## src/rtl/atpg_pattern_player_pkg.sv

```systemverilog
// Shared types and constants for the ATPG pattern player: fill policy, FSM
// states and the MISR polynomial with its single-step helper.
package atpg_pattern_player_pkg;

    typedef enum logic [1:0] {
        FILL0     = 2'd0,
        FILL1     = 2'd1,
        FILL_ADJ  = 2'd2,
        FILL_HOLD = 2'd3
    } fill_mode_e;

    typedef enum logic {
        IDLE = 1'b0,
        WAIT = 1'b1
    } state_e;

    // x^16 + x^15 + x^13 + x^4 + 1, x^16 implied by the shift-out
    localparam logic [15:0] MISR_POLY = 16'hA011;

    function automatic logic [15:0] misr_step(input logic [15:0] s, input logic [15:0] d);
        return {s[14:0], 1'b0} ^ (s[15] ? MISR_POLY : 16'h0000) ^ d;
    endfunction

endpackage

```

## src/rtl/atpg_pattern_player_if.sv

```systemverilog
// Pattern-source handshake: one pattern (stimulus, care bits, expected
// response, compare mask) per valid/ready transfer.
interface atpg_pattern_player_if #(
    parameter int NINPUTS  = 5,
    parameter int NOUTPUTS = 2
);
    logic                pat_valid;
    logic                pat_ready;
    logic [NINPUTS-1:0]  pat_pi;
    logic [NINPUTS-1:0]  pat_care;
    logic [NOUTPUTS-1:0] pat_xpct;
    logic [NOUTPUTS-1:0] pat_mask;

    modport master (output pat_valid, pat_pi, pat_care, pat_xpct, pat_mask,
                    input  pat_ready);
    modport slave  (input  pat_valid, pat_pi, pat_care, pat_xpct, pat_mask,
                    output pat_ready);
endinterface

```

## src/rtl/atpg_pattern_player_fill.sv

```systemverilog
// Combinational X-fill: resolves don't-care stimulus bits into the next
// core drive vector according to the selected fill policy.
module atpg_fill
    import atpg_pattern_player_pkg::*;
#(
    parameter int NINPUTS = 5
) (
    input  logic [NINPUTS-1:0] pi,
    input  logic [NINPUTS-1:0] care,
    input  fill_mode_e         mode,
    input  logic [NINPUTS-1:0] cur,
    output logic [NINPUTS-1:0] filled
);

    // near[i]: value of the closest care bit strictly below bit i (0 if none)
    logic [NINPUTS-1:0] near;
    assign near[0] = 1'b0;

    generate
        for (genvar i = 0; i < NINPUTS; i++) begin : g_bit
            if (i < NINPUTS - 1) begin : g_chain
                assign near[i+1] = care[i] ? pi[i] : near[i];
            end
            assign filled[i] = care[i]            ? pi[i]   :
                               (mode == FILL0)    ? 1'b0    :
                               (mode == FILL1)    ? 1'b1    :
                               (mode == FILL_ADJ) ? near[i] :
                                                    cur[i];
        end
    endgenerate

endmodule

```

## src/rtl/atpg_pattern_player.sv

```systemverilog
// ATPG pattern player: accepts a pattern, drives the filled stimulus, strobes
// the core after CAPTURE_DLY edges and keeps pass/fail statistics.
// Optional MISR signature enabled by ATPG_PATTERN_PLAYER_MISR_EN.
module atpg_pattern_player
    import atpg_pattern_player_pkg::*;
#(
    parameter int NINPUTS     = 5,
    parameter int NOUTPUTS    = 2,
    parameter int CAPTURE_DLY = 4,
    parameter int CNT_W       = 16
) (
    input  logic                clk,
    input  logic                rst,
    input  logic                clear,
    input  logic [1:0]          fill_mode,
    atpg_pattern_player_if.slave pat,
    output logic [NINPUTS-1:0]  dut_pi,
    input  logic [NOUTPUTS-1:0] dut_po,
    output logic                fail_valid,
    output logic [NOUTPUTS-1:0] fail_bits,
    output logic [CNT_W-1:0]    pat_count,
    output logic [CNT_W-1:0]    fail_count,
    output logic [CNT_W-1:0]    first_fail_idx,
    output logic                first_fail_vld,
    output logic [15:0]         signature,
    output logic                busy
);

    localparam int DW = (CAPTURE_DLY > 1) ? $clog2(CAPTURE_DLY) : 1;
    localparam logic [DW-1:0] DLY_LOAD = DW'(CAPTURE_DLY - 1);

    state_e              state, state_nxt;
    logic [DW-1:0]       dly_cnt;
    logic [NOUTPUTS-1:0] xpct_q, mask_q;
    logic [NOUTPUTS-1:0] mism;
    logic [NINPUTS-1:0]  pi_filled;
    logic                ready, accept, strobe;

    atpg_fill #(.NINPUTS(NINPUTS)) u_fill (
        .pi     (pat.pat_pi),
        .care   (pat.pat_care),
        .mode   (fill_mode_e'(fill_mode)),
        .cur    (dut_pi),
        .filled (pi_filled)
    );

    // FSM: state register
    always_ff @(posedge clk or posedge rst) begin
        if (rst) state <= IDLE;
        else     state <= state_nxt;
    end

    // FSM: next state
    always_comb begin
        state_nxt = state;
        unique case (state)
            IDLE: if (pat.pat_valid)   state_nxt = WAIT;
            WAIT: if (dly_cnt == '0)   state_nxt = IDLE;
            default:                   state_nxt = IDLE;
        endcase
    end

    // FSM: outputs
    always_comb begin
        ready  = (state == IDLE);
        busy   = (state == WAIT);
        accept = ready && pat.pat_valid;
        strobe = busy && (dly_cnt == '0);
    end

    assign pat.pat_ready = ready;
    assign mism          = (dut_po ^ xpct_q) & mask_q;

    always_ff @(posedge clk or posedge rst) begin
        if (rst) begin
            dly_cnt <= '0;
            xpct_q  <= '0;
            mask_q  <= '0;
            dut_pi  <= '0;
        end else if (accept) begin
            dly_cnt <= DLY_LOAD;
            xpct_q  <= pat.pat_xpct;
            mask_q  <= pat.pat_mask;
            dut_pi  <= pi_filled;
        end else if (busy && dly_cnt != '0) begin
            dly_cnt <= dly_cnt - 1'b1;
        end
    end

    // Strobe result is reported even when clear wins on the counters
    always_ff @(posedge clk or posedge rst) begin
        if (rst) begin
            fail_valid <= 1'b0;
            fail_bits  <= '0;
        end else begin
            fail_valid <= strobe && (|mism);
            if (strobe) fail_bits <= mism;
        end
    end

    always_ff @(posedge clk or posedge rst) begin
        if (rst) begin
            pat_count      <= '0;
            fail_count     <= '0;
            first_fail_idx <= '0;
            first_fail_vld <= 1'b0;
        end else if (clear) begin
            pat_count      <= '0;
            fail_count     <= '0;
            first_fail_idx <= '0;
            first_fail_vld <= 1'b0;
        end else if (strobe) begin
            if (pat_count != '1) pat_count <= pat_count + 1'b1;
            if (|mism) begin
                if (fail_count != '1) fail_count <= fail_count + 1'b1;
                if (!first_fail_vld) begin
                    first_fail_idx <= pat_count;
                    first_fail_vld <= 1'b1;
                end
            end
        end
    end

`ifdef ATPG_PATTERN_PLAYER_MISR_EN
    logic [15:0] misr_q;
    logic [15:0] misr_in;

    assign misr_in = 16'(dut_po & mask_q);

    always_ff @(posedge clk or posedge rst) begin
        if (rst)         misr_q <= '0;
        else if (clear)  misr_q <= '0;
        else if (strobe) misr_q <= misr_step(misr_q, misr_in);
    end

    assign signature = misr_q;
`else
    assign signature = 16'h0000;
`endif

endmodule

```

## src/flat_wrapper.sv

```systemverilog
// flat-port wrapper written by rule: the top's interface ports become plain ports
module atpg_pattern_player_flat import atpg_pattern_player_pkg::*;
#(
    parameter int NINPUTS     = 5,
    parameter int NOUTPUTS    = 2,
    parameter int CAPTURE_DLY = 4,
    parameter int CNT_W       = 16
)
  (clk, rst, clear, fill_mode, dut_pi, dut_po, fail_valid, fail_bits, pat_count, fail_count, first_fail_idx, first_fail_vld, signature, busy, pat_pat_valid, pat_pat_pi, pat_pat_care, pat_pat_xpct, pat_pat_mask, pat_pat_ready);
  atpg_pattern_player_if #(.NINPUTS(NINPUTS), .NOUTPUTS(NOUTPUTS)) pat_i ();
  input  logic clk;
  input  logic rst;
  input  logic clear;
  input  logic [1:0] fill_mode;
  output logic [NINPUTS-1:0] dut_pi;
  input  logic [NOUTPUTS-1:0] dut_po;
  output logic fail_valid;
  output logic [NOUTPUTS-1:0] fail_bits;
  output logic [CNT_W-1:0] pat_count;
  output logic [CNT_W-1:0] fail_count;
  output logic [CNT_W-1:0] first_fail_idx;
  output logic first_fail_vld;
  output logic [15:0] signature;
  output logic busy;
  input wire logic [$bits(pat_i.pat_valid)-1:0] pat_pat_valid;
  input wire logic [$bits(pat_i.pat_pi)-1:0] pat_pat_pi;
  input wire logic [$bits(pat_i.pat_care)-1:0] pat_pat_care;
  input wire logic [$bits(pat_i.pat_xpct)-1:0] pat_pat_xpct;
  input wire logic [$bits(pat_i.pat_mask)-1:0] pat_pat_mask;
  output wire logic [$bits(pat_i.pat_ready)-1:0] pat_pat_ready;
  assign pat_i.pat_valid = pat_pat_valid;
  assign pat_i.pat_pi = pat_pat_pi;
  assign pat_i.pat_care = pat_pat_care;
  assign pat_i.pat_xpct = pat_pat_xpct;
  assign pat_i.pat_mask = pat_pat_mask;
  assign pat_pat_ready = pat_i.pat_ready;
  atpg_pattern_player #(.NINPUTS(NINPUTS), .NOUTPUTS(NOUTPUTS), .CAPTURE_DLY(CAPTURE_DLY), .CNT_W(CNT_W)) u_core (.clk(clk), .rst(rst), .clear(clear), .fill_mode(fill_mode), .pat(pat_i), .dut_pi(dut_pi), .dut_po(dut_po), .fail_valid(fail_valid), .fail_bits(fail_bits), .pat_count(pat_count), .fail_count(fail_count), .first_fail_idx(first_fail_idx), .first_fail_vld(first_fail_vld), .signature(signature), .busy(busy));
endmodule
```

## config.mk

```make
export PLATFORM = sky130hd
export DESIGN_NAME = atpg_pattern_player_flat
export DESIGN_NICKNAME = d
export VERILOG_FILES = /design/src/rtl/atpg_pattern_player_pkg.sv /design/src/rtl/atpg_pattern_player_if.sv /design/src/rtl/atpg_pattern_player_fill.sv /design/src/rtl/atpg_pattern_player.sv /design/src/flat_wrapper.sv
export SDC_FILE = /design/constraint.sdc
export NUM_CORES = 1
export LEC_CHECK = 0
export CORE_UTILIZATION = 31
export CTS_CLUSTER_DIAMETER = 80
export DETAILED_ROUTE_END_ITERATION = 8
export PLACE_DENSITY = 0.56
export SKIP_LAST_GASP = 1
export SYNTH_ARGS = -nofsm -noshare
export SYNTH_HDL_FRONTEND = slang
export SYNTH_SLANG_ARGS = --single-unit
```

## constraint.sdc

```tcl
create_clock -name clk -period 2.7 [get_ports clk]
set_clock_uncertainty 0.1 [all_clocks]
set_input_delay 0.54 -clock clk [delete_from_list [all_inputs] [get_ports clk]]
set_output_delay 0.54 -clock clk [all_outputs]
set_load 0.01 [all_outputs]
```

==> results of run 1 <==
[final timing paths]
| kind | to | depth (start not counted) | slack, ns | start |
|---|---|---|---|---|
| max | u_core.first_fail_idx[10]$_DFFE_PP0P_ | 7 | 0.33 | u_core.dly_cnt[0]$_DFFE_PP0P_ |
| min | u_core.dly_cnt[0]$_DFFE_PP0P_ | 1 | 0.40 | u_core.dly_cnt[0]$_DFFE_PP0P_ |
| max reg2reg | u_core.first_fail_idx[10]$_DFFE_PP0P_ | 7 | 0.33 | u_core.dly_cnt[0]$_DFFE_PP0P_ |
| min reg2reg | u_core.dly_cnt[0]$_DFFE_PP0P_ | 1 | 0.40 | u_core.dly_cnt[0]$_DFFE_PP0P_ |
| max in group asynchronous | u_core.first_fail_idx[15]$_DFFE_PP0P_ | 3 | 1.40 | rst |
| min in group asynchronous | u_core.fail_count[14]$_DFFE_PP0P_ | 2 | 0.48 | rst |
[cells by family (layout without fill, tap and decap cells)]
kind of cell               Yosys count  in the layout
AOI/OAI and AO/OA                   86             86
xor gates and xnor gates             2              2
adders and majority gates            3              3
buffers and inverters               50            124
DFF                                 64             64
muxes                               22             22
other                                1             16
and+or+nand+nor                    124            124
[where the power goes]
group          total [mW]  switching [mW]  internal (mW)
combinational       0.725           0.360          0.365
sequential           1.18          0.0970           1.09
clock                1.17           0.410          0.762
[layout by cell type, fill, tap and decap left out, drive strengths merged, types with 6 or more instances in the layout]
| cell type | netlist | routed |
|---|---|---|
| clkdlybuf4s50 | 0 | 80 |
| dfrtp | 64 | 64 |
| mux2 | 20 | 20 |
| a21oi | 20 | 20 |
| a22o | 19 | 19 |
| nor2 | 19 | 19 |
| nor2b | 16 | 16 |
| conb | 1 | 16 |
| inv | 16 | 16 |
| nand2 | 15 | 15 |
| nand3 | 13 | 13 |
| nand4 | 13 | 13 |
| clkbuf | 13 | 13 |
| buf | 21 | 12 |
| o21ai | 10 | 10 |
| nor4 | 8 | 8 |
| o31ai | 7 | 7 |
| or4 | 7 | 7 |
| and3 | 6 | 6 |
[flip-flops by register name, indices dropped and copies added (netlist names), 2 cells and up]
register / cells
u_core.mask_q: 2
u_core.fail_count: 16
u_core.dly_cnt: 2
u_core.pat_count: 16
u_core.fail_bits: 2
u_core.xpct_q: 2
u_core.first_fail_idx: 16
u_core.dut_pi: 5
[layer usage]
layer / part of all wire (%) / wire (µm) / vias to the layer above
li1: - / - / 1451
met1: 46 / 3950 / 1483
met2: 48 / 4160 / 93
met3: 5.0 / 428 / 8
met4: 0.87 / 75 / 0
met5: 0 / 0 / -
[final cells by class]
type / count / area, µm²
clock buffer: 13 / 260
clock inverter: 3 / 40.0
fill: 1074 / 6160
inverter: 16 / 60.1
multi-input combinational: 253 / 1710
sequential: 64 / 1600
tap: 140 / 175
timing repair buffer: 92 / 928
[per-stage QoR]
stage / cells / util, % / hold slack [ns]
2_1_floorplan: 367 / - / 0.360
3_3_place_gp: 565 / 40.9 / 0.380
3_5_place_dp: 565 / 40.9 / 0.393
4_1_cts: 581 / 43.6 / 0.404
5_1_grt: 581 / 43.6 / 0.413
6_report: 581 / 43.6 / 0.398
==> metrics.yaml, run 1 <==
slew_headroom_pct: 44.6
netlist_top_cells_area: "dfrtp_1, mux2_2, a22o_1, buf_4, nor2b_1"
place_congestion: 0.806
worstPathRequired_ns: 2.85
hpwl_mm: 5.98
critPathMaxStageDelay_ns: 0.65
yosysWarnings: 0
die-area_um2: 11700
fin_crit_ns: 2.37
vdd_drop_max_mv: 0.339
tightest_slew_ns: 0.832
slowest_stage: "a21oi_2"
ys_seq_elements: 64
ctsResizeCount: 0
portBuffers: 80
path_class: "reg2reg"
coreArea_um2: 10900
drt_iter0_drc: 71
critPathTopFamily: "compound AO/OA/AOI/OAI gates"
synth.avg_cell_area_um2: 9.97
cap_violations: 0
hp-class: "reg2reg"
area_growth_syn_to_layout_pct: 36.0
gr-usage-met2_pct: 26.8
drc: 0
ios: 97
synth_compound_area_share_pct: 17.8
layout_setup_ws_ns: 0.327
use_met1_pct: 20.1
async_reset_ff_share_pct: 100
final_antenna_net_count: 0
h-tree-depth: 3
yosys.cell_count.top_type: "dfrtp_1"
wl_mm: 8.61
grt_max_degree: 43
post_drt_wl_per_cell_um: 14.8
synth_top_area_cell: "dfrtp_1"
post-cts-setup-buffers: 0
grt.total_usage_pct: 15.9
synthAdderAreaFrac_pct: 1.07
initial_core_util_pct: 32.1
synth_mux_area_share_pct: 6.99
die_w_um: 108
cts_tree: "yes"
clock-root-buffer: "clkbuf_16"
nets: 461
holdBufCountCts: 0
setup_viol: 0
cp_max_fo: 15
outcome: "finished clean"
rsz0062_at_grt: "false"
synthCells: 352
synth_top_area_share_pct: 45.6
clk_latency_ns: 0.32
setup_tns_ns: 0
end_kind: "register"
synth_edf_count: 0
dr.pass1.iters: 4
dp_slack_ns: 0.0647
core.rowCount: 38
grt_pass1_vias: 3011
viasPerCell: 5.22
synth_cell_type_count: 50
synth-xor-area-share_pct: 0.499
cts.sinks: 64
grt-ovfl-total: 0
synth_ff_type: "dfrtp_1"
clk_pin_slew_ns: 0.05
design_area_um2: 4770
pwr_density_cell_nw_per_um2: 645
cpMostUsedCell: "inv_1"
grt_pass1_wl_mm: 14.7
grt_busiest_layer: "met2"
start_kind: "register"
path_cells: "inv_1 > ha_1 > and3_1 > a22oi_2 > inv_1 > a21oi_2 > a22o_1"
die_h_um: 108
synth.cell_area_um2: 3510
use_met3_pct: 4.34
p_leak_nw: 1.99
critPathBufInv: 2
synth_commonest_cells: "dfrtp_1, mux2_2, a21oi_1, a22o_1, nor2_1"
finalPower_mw: 3.08
slew_violations: 0
drive_gt1_share_pct: 12.9
placed_area_um2: 4470
period_share_pct: 87.9
synth_top_family_by_area: "simple AND/OR/NAND/NOR gates"
clock_path_buffers: 2
grt_antenna_before_repair: 0
vias: 3035
fmax_ghz: 0.421
synth_seq_area_share_pct: 45.6
finalHoldViolCount: 0
num_antenna_cells: 0
yosys.area_share.simple_pct: 20.5
cts_buffers: 9
arrival_ns: 2.53
Power figures use the tool's default switching activity.
==> inputs of run 2 (changes only) <==
- HOLD_SLACK_MARGIN: unset -> 0.03
==> results of run 2 <==
Same layout as run 1: the final DEF is identical, and so are final timing and power.
==> inputs of run 3 (changes only) <==
- PLACE_DENSITY: 0.56 -> 0.57
- SYNTH_HIERARCHICAL: unset -> 1
==> metrics.yaml, run 3 <==
outcome: "finished clean"  # unchanged
drt_iter0_drc: 58  # was 71
holdBufCountCts: 0  # unchanged
path_class: "reg2reg"  # unchanged
setup_viol: 0  # unchanged
hpwl_mm: 5.36  # was 5.98 mm
area_growth_syn_to_layout_pct: 35.5  # was 36.0%
portBuffers: 80  # unchanged
vias: 2596  # was 3035
die-area_um2: 10900  # was 11700 µm²
grt_max_degree: 27  # was 43
grt-ovfl-total: 0  # unchanged
grt.total_usage_pct: 14.6  # was 15.9%
clk_pin_slew_ns: 0.08  # was 0.05 ns
p_sw_share_pct: 30.1  # was 28.1%
cts_buffers: 9  # unchanged
start_kind: "register"  # unchanged
coreArea_um2: 9950  # was 10900 µm²
post_drt_wl_per_cell_um: 13.6  # was 14.8 µm
critPathMaxStageDelay_ns: 0.52  # was 0.65 ns
synth_ff_type: "dfrtp_1"  # unchanged
initial_core_util_pct: 32.5  # was 32.1%
cp_max_fo: 15  # unchanged
synth_top_area_share_pct: 49.4  # was 45.6%
design_area_um2: 4390  # was 4770 µm²
layout_setup_ws_ns: 0.407  # was 0.327 ns
core.rowCount: 36  # was 38
comb_power_share_pct: 25.4  # was 23.5%
clock-root-buffer: "clkbuf_8"  # was clkbuf_16
worstPathRequired_ns: 2.88  # was 2.85 ns
async_reset_ff_share_pct: 100  # unchanged
ys_seq_elements: 64  # unchanged
seqPwrFrac_pct: 43.5  # was 38.4%
setup_tns_ns: 0  # unchanged
critPathTopFamily: "simple AND/OR/NAND/NOR gates"  # was compound AO/OA/AOI/OAI gates
finalHoldViolCount: 0  # unchanged
slowest_stage: "nor2_2"  # was a21oi_2
synthCells: 311  # was 352
viasPerCell: 4.82  # was 5.22
path_cells: "inv_1 > ha_1 > and3_1 > a22oi_2 > nor2_1 > nor2_2 > a22o_1"  # was inv_1 > ha_1 > and3_1 > a22oi_2 > inv_1 > a21oi_2 > a22o_1
synth_cell_type_count: 47  # was 50
arrival_ns: 2.47  # was 2.53 ns
synth.cell_area_um2: 3240  # was 3510 µm²
clock_path_buffers: 2  # unchanged
placed_area_um2: 4190  # was 4470 µm²
yosysWarnings: 6  # was 0
final_antenna_net_count: 0  # unchanged
synth_top_area_cell: "dfrtp_1"  # unchanged
yosys.cell_count.top_type: "dfrtp_1"  # unchanged
cellInternalPower_mw: 1.90  # was 2.21 mW
h-tree-depth: 3  # unchanged
end_kind: "register"  # unchanged
nets: 426  # was 461
p_leak_nw: 1.80  # was 1.99 nW
slew_headroom_pct: 56.9  # was 44.6%
final_cell_mix: "clkdlybuf4s50_1, dfrtp_1, nor2_1"  # was clkdlybuf4s50_1, dfrtp_1, mux2_2
reg.largest.list: "u_core/fail_count: 16 flops, u_core/first_fail_idx: 16 flops, u_core/pat_count: 16 flops"  # was u_core.fail_count: 16 flops, u_core.first_fail_idx: 16 flops, u_core.pat_count: 16 flops
drive_gt1_share_pct: 12.3  # was 12.9%
fin_crit_ns: 2.29  # was 2.37 ns
tightest_slew_ns: 0.645  # was 0.832 ns
cts.sinks: 64  # unchanged
switchingPower_mw: 0.819  # was 0.866 mW
die_w_um: 104  # was 108 µm
pwr_density_cell_nw_per_um2: 620  # was 645 nW/µm²
netlist_top_cells_area: "dfrtp_1, xnor2_1, a22o_1, nor2_1, buf_4"  # was dfrtp_1, mux2_2, a22o_1, buf_4, nor2b_1
critPathBufInv: 1  # was 2
rsz0062_at_grt: "false"  # unchanged
fmax_ghz: 0.436  # was 0.421 GHz
drc: 0  # unchanged
dp_slack_ns: 0.145  # was 0.0647 ns
cts_tree: "yes"  # unchanged
vdd_drop_max_mv: 0.304  # was 0.339 mV
grt_antenna_before_repair: 0  # unchanged
hp-class: "reg2reg"  # unchanged
wl_mm: 7.34  # was 8.61 mm
clk_latency_ns: 0.34  # was 0.32 ns
grt_pass1_vias: 2660  # was 3011
place_congestion: 0.770  # was 0.806
fillers: 990  # was 1074
grt_pass1_wl_mm: 12.7  # was 14.7 mm
slew_violations: 0  # unchanged
final_common_cell: "clkdlybuf4s50_1"  # unchanged
cap_violations: 0  # unchanged
power_frac_clock_pct: 31.1  # was 38.0%
synth_commonest_cells: "dfrtp_1, nor2_1, xnor2_1"  # was dfrtp_1, mux2_2, a21oi_1, a22o_1, nor2_1
ctsResizeCount: 0  # unchanged
synth_seq_area_share_pct: 49.4  # was 45.6%
num_antenna_cells: 0  # unchanged
post-cts-setup-buffers: 0  # unchanged
period_share_pct: 84.9  # was 87.9%
synth_edf_count: 0  # unchanged
synth.avg_cell_area_um2: 10.4  # was 9.97 µm²
dr.pass1.iters: 4  # unchanged
ios: 97  # unchanged
die_h_um: 104  # was 108 µm
==> run 3: cell types whose count changed after synthesis, moves of 5 or more <==
cell      previous run  this run
or4_1                6         1
clkbuf_1            13         6
o31ai_1              7         0
a21oi_1             19         9
nor2b_1             16         5
mux2_2              20        11
nor2_1              19        35
inv_1               16         9
xnor2_1              0        21
o41ai_1              5         0
==> run 3: cells by family after synthesis <==
| family | count (synthesis) | synth area share (%) |
|---|---|---|
| DFF | 64 | 49.4 |
| other | 1 | 0.116 |
| buffers and inverters | 35 | 6.14 |
| xor gates and xnor gates | 27 | 7.30 |
| muxes | 11 | 3.82 |
| and+or+nand+nor | 124 | 21.7 |
| adders and majority gates | 3 | 1.16 |
| AOI/OAI and AO/OA | 46 | 10.3 |
==> run 3: path summary, 6_finish.rpt <==
check / startpoint / to / slack, ns / depth (start not counted)
worst max-delay path: u_core/dly_cnt[0]$_DFFE_PP0P_ / u_core/first_fail_idx[15]$_DFFE_PP0P_ / 0.41 / 7
worst min-delay path: u_core/mask_q[0]$_DFFE_PP0P_ / u_core/mask_q[0]$_DFFE_PP0P_ / 0.40 / 1
worst max register to register: u_core/dly_cnt[0]$_DFFE_PP0P_ / u_core/first_fail_idx[15]$_DFFE_PP0P_ / 0.41 / 7
worst min register to register: u_core/mask_q[0]$_DFFE_PP0P_ / u_core/mask_q[0]$_DFFE_PP0P_ / 0.40 / 1
max in group asynchronous: rst / u_core/mask_q[0]$_DFFE_PP0P_ / 1.40 / 3
min in group asynchronous: rst / u_core/fail_count[6]$_DFFE_PP0P_ / 0.47 / 2
==> run 3: power groups by stage <==
stage	Clock [mW]	Combinational [mW]	Sequential (mW)
finish	0.845	0.692	1.18
global route	0.919	0.765	1.21
CTS	0.881	0.707	1.19
detailed placement	0	0.708	1.20
global placement	0	0.691	1.20
floorplan	0	0.375	1.22
==> run 3: per-stage QoR <==
stage,util [%],power (mW),hold slack [ns],instances
floorplan,-,1.60,0.354,326
global placement,42.0,1.89,0.370,523
detailed placement,42.0,1.91,0.386,523
CTS,44.1,2.77,0.397,539
global route,44.1,2.89,0.420,539
finish,44.1,2.72,0.402,539
==> run 3: routing by layer <==
metal,up-vias,GRT usage (%),share of wire [%]
li1,1246,-,-
met1,1267,17.8,45
met5,-,0,0
met2,75,24.3,48
met4,0,3.88,1.2
met3,8,5.33,5.3
==> run 3: area by class of cell <==
| type | count | area (µm²) | share of cell area, % |
|---|---|---|---|
| repair buffers | 90 | 888 | 20.2 |
| clock buffers | 10 | 138 | 3.13 |
| multi-input cells | 227 | 1500 | 34.1 |
| inverters | 9 | 33.8 | 0.769 |
| well taps | 133 | 166 | 3.79 |
| clock inverters | 6 | 67.6 | 1.54 |
| flip-flops and latches | 64 | 1600 | 36.5 |
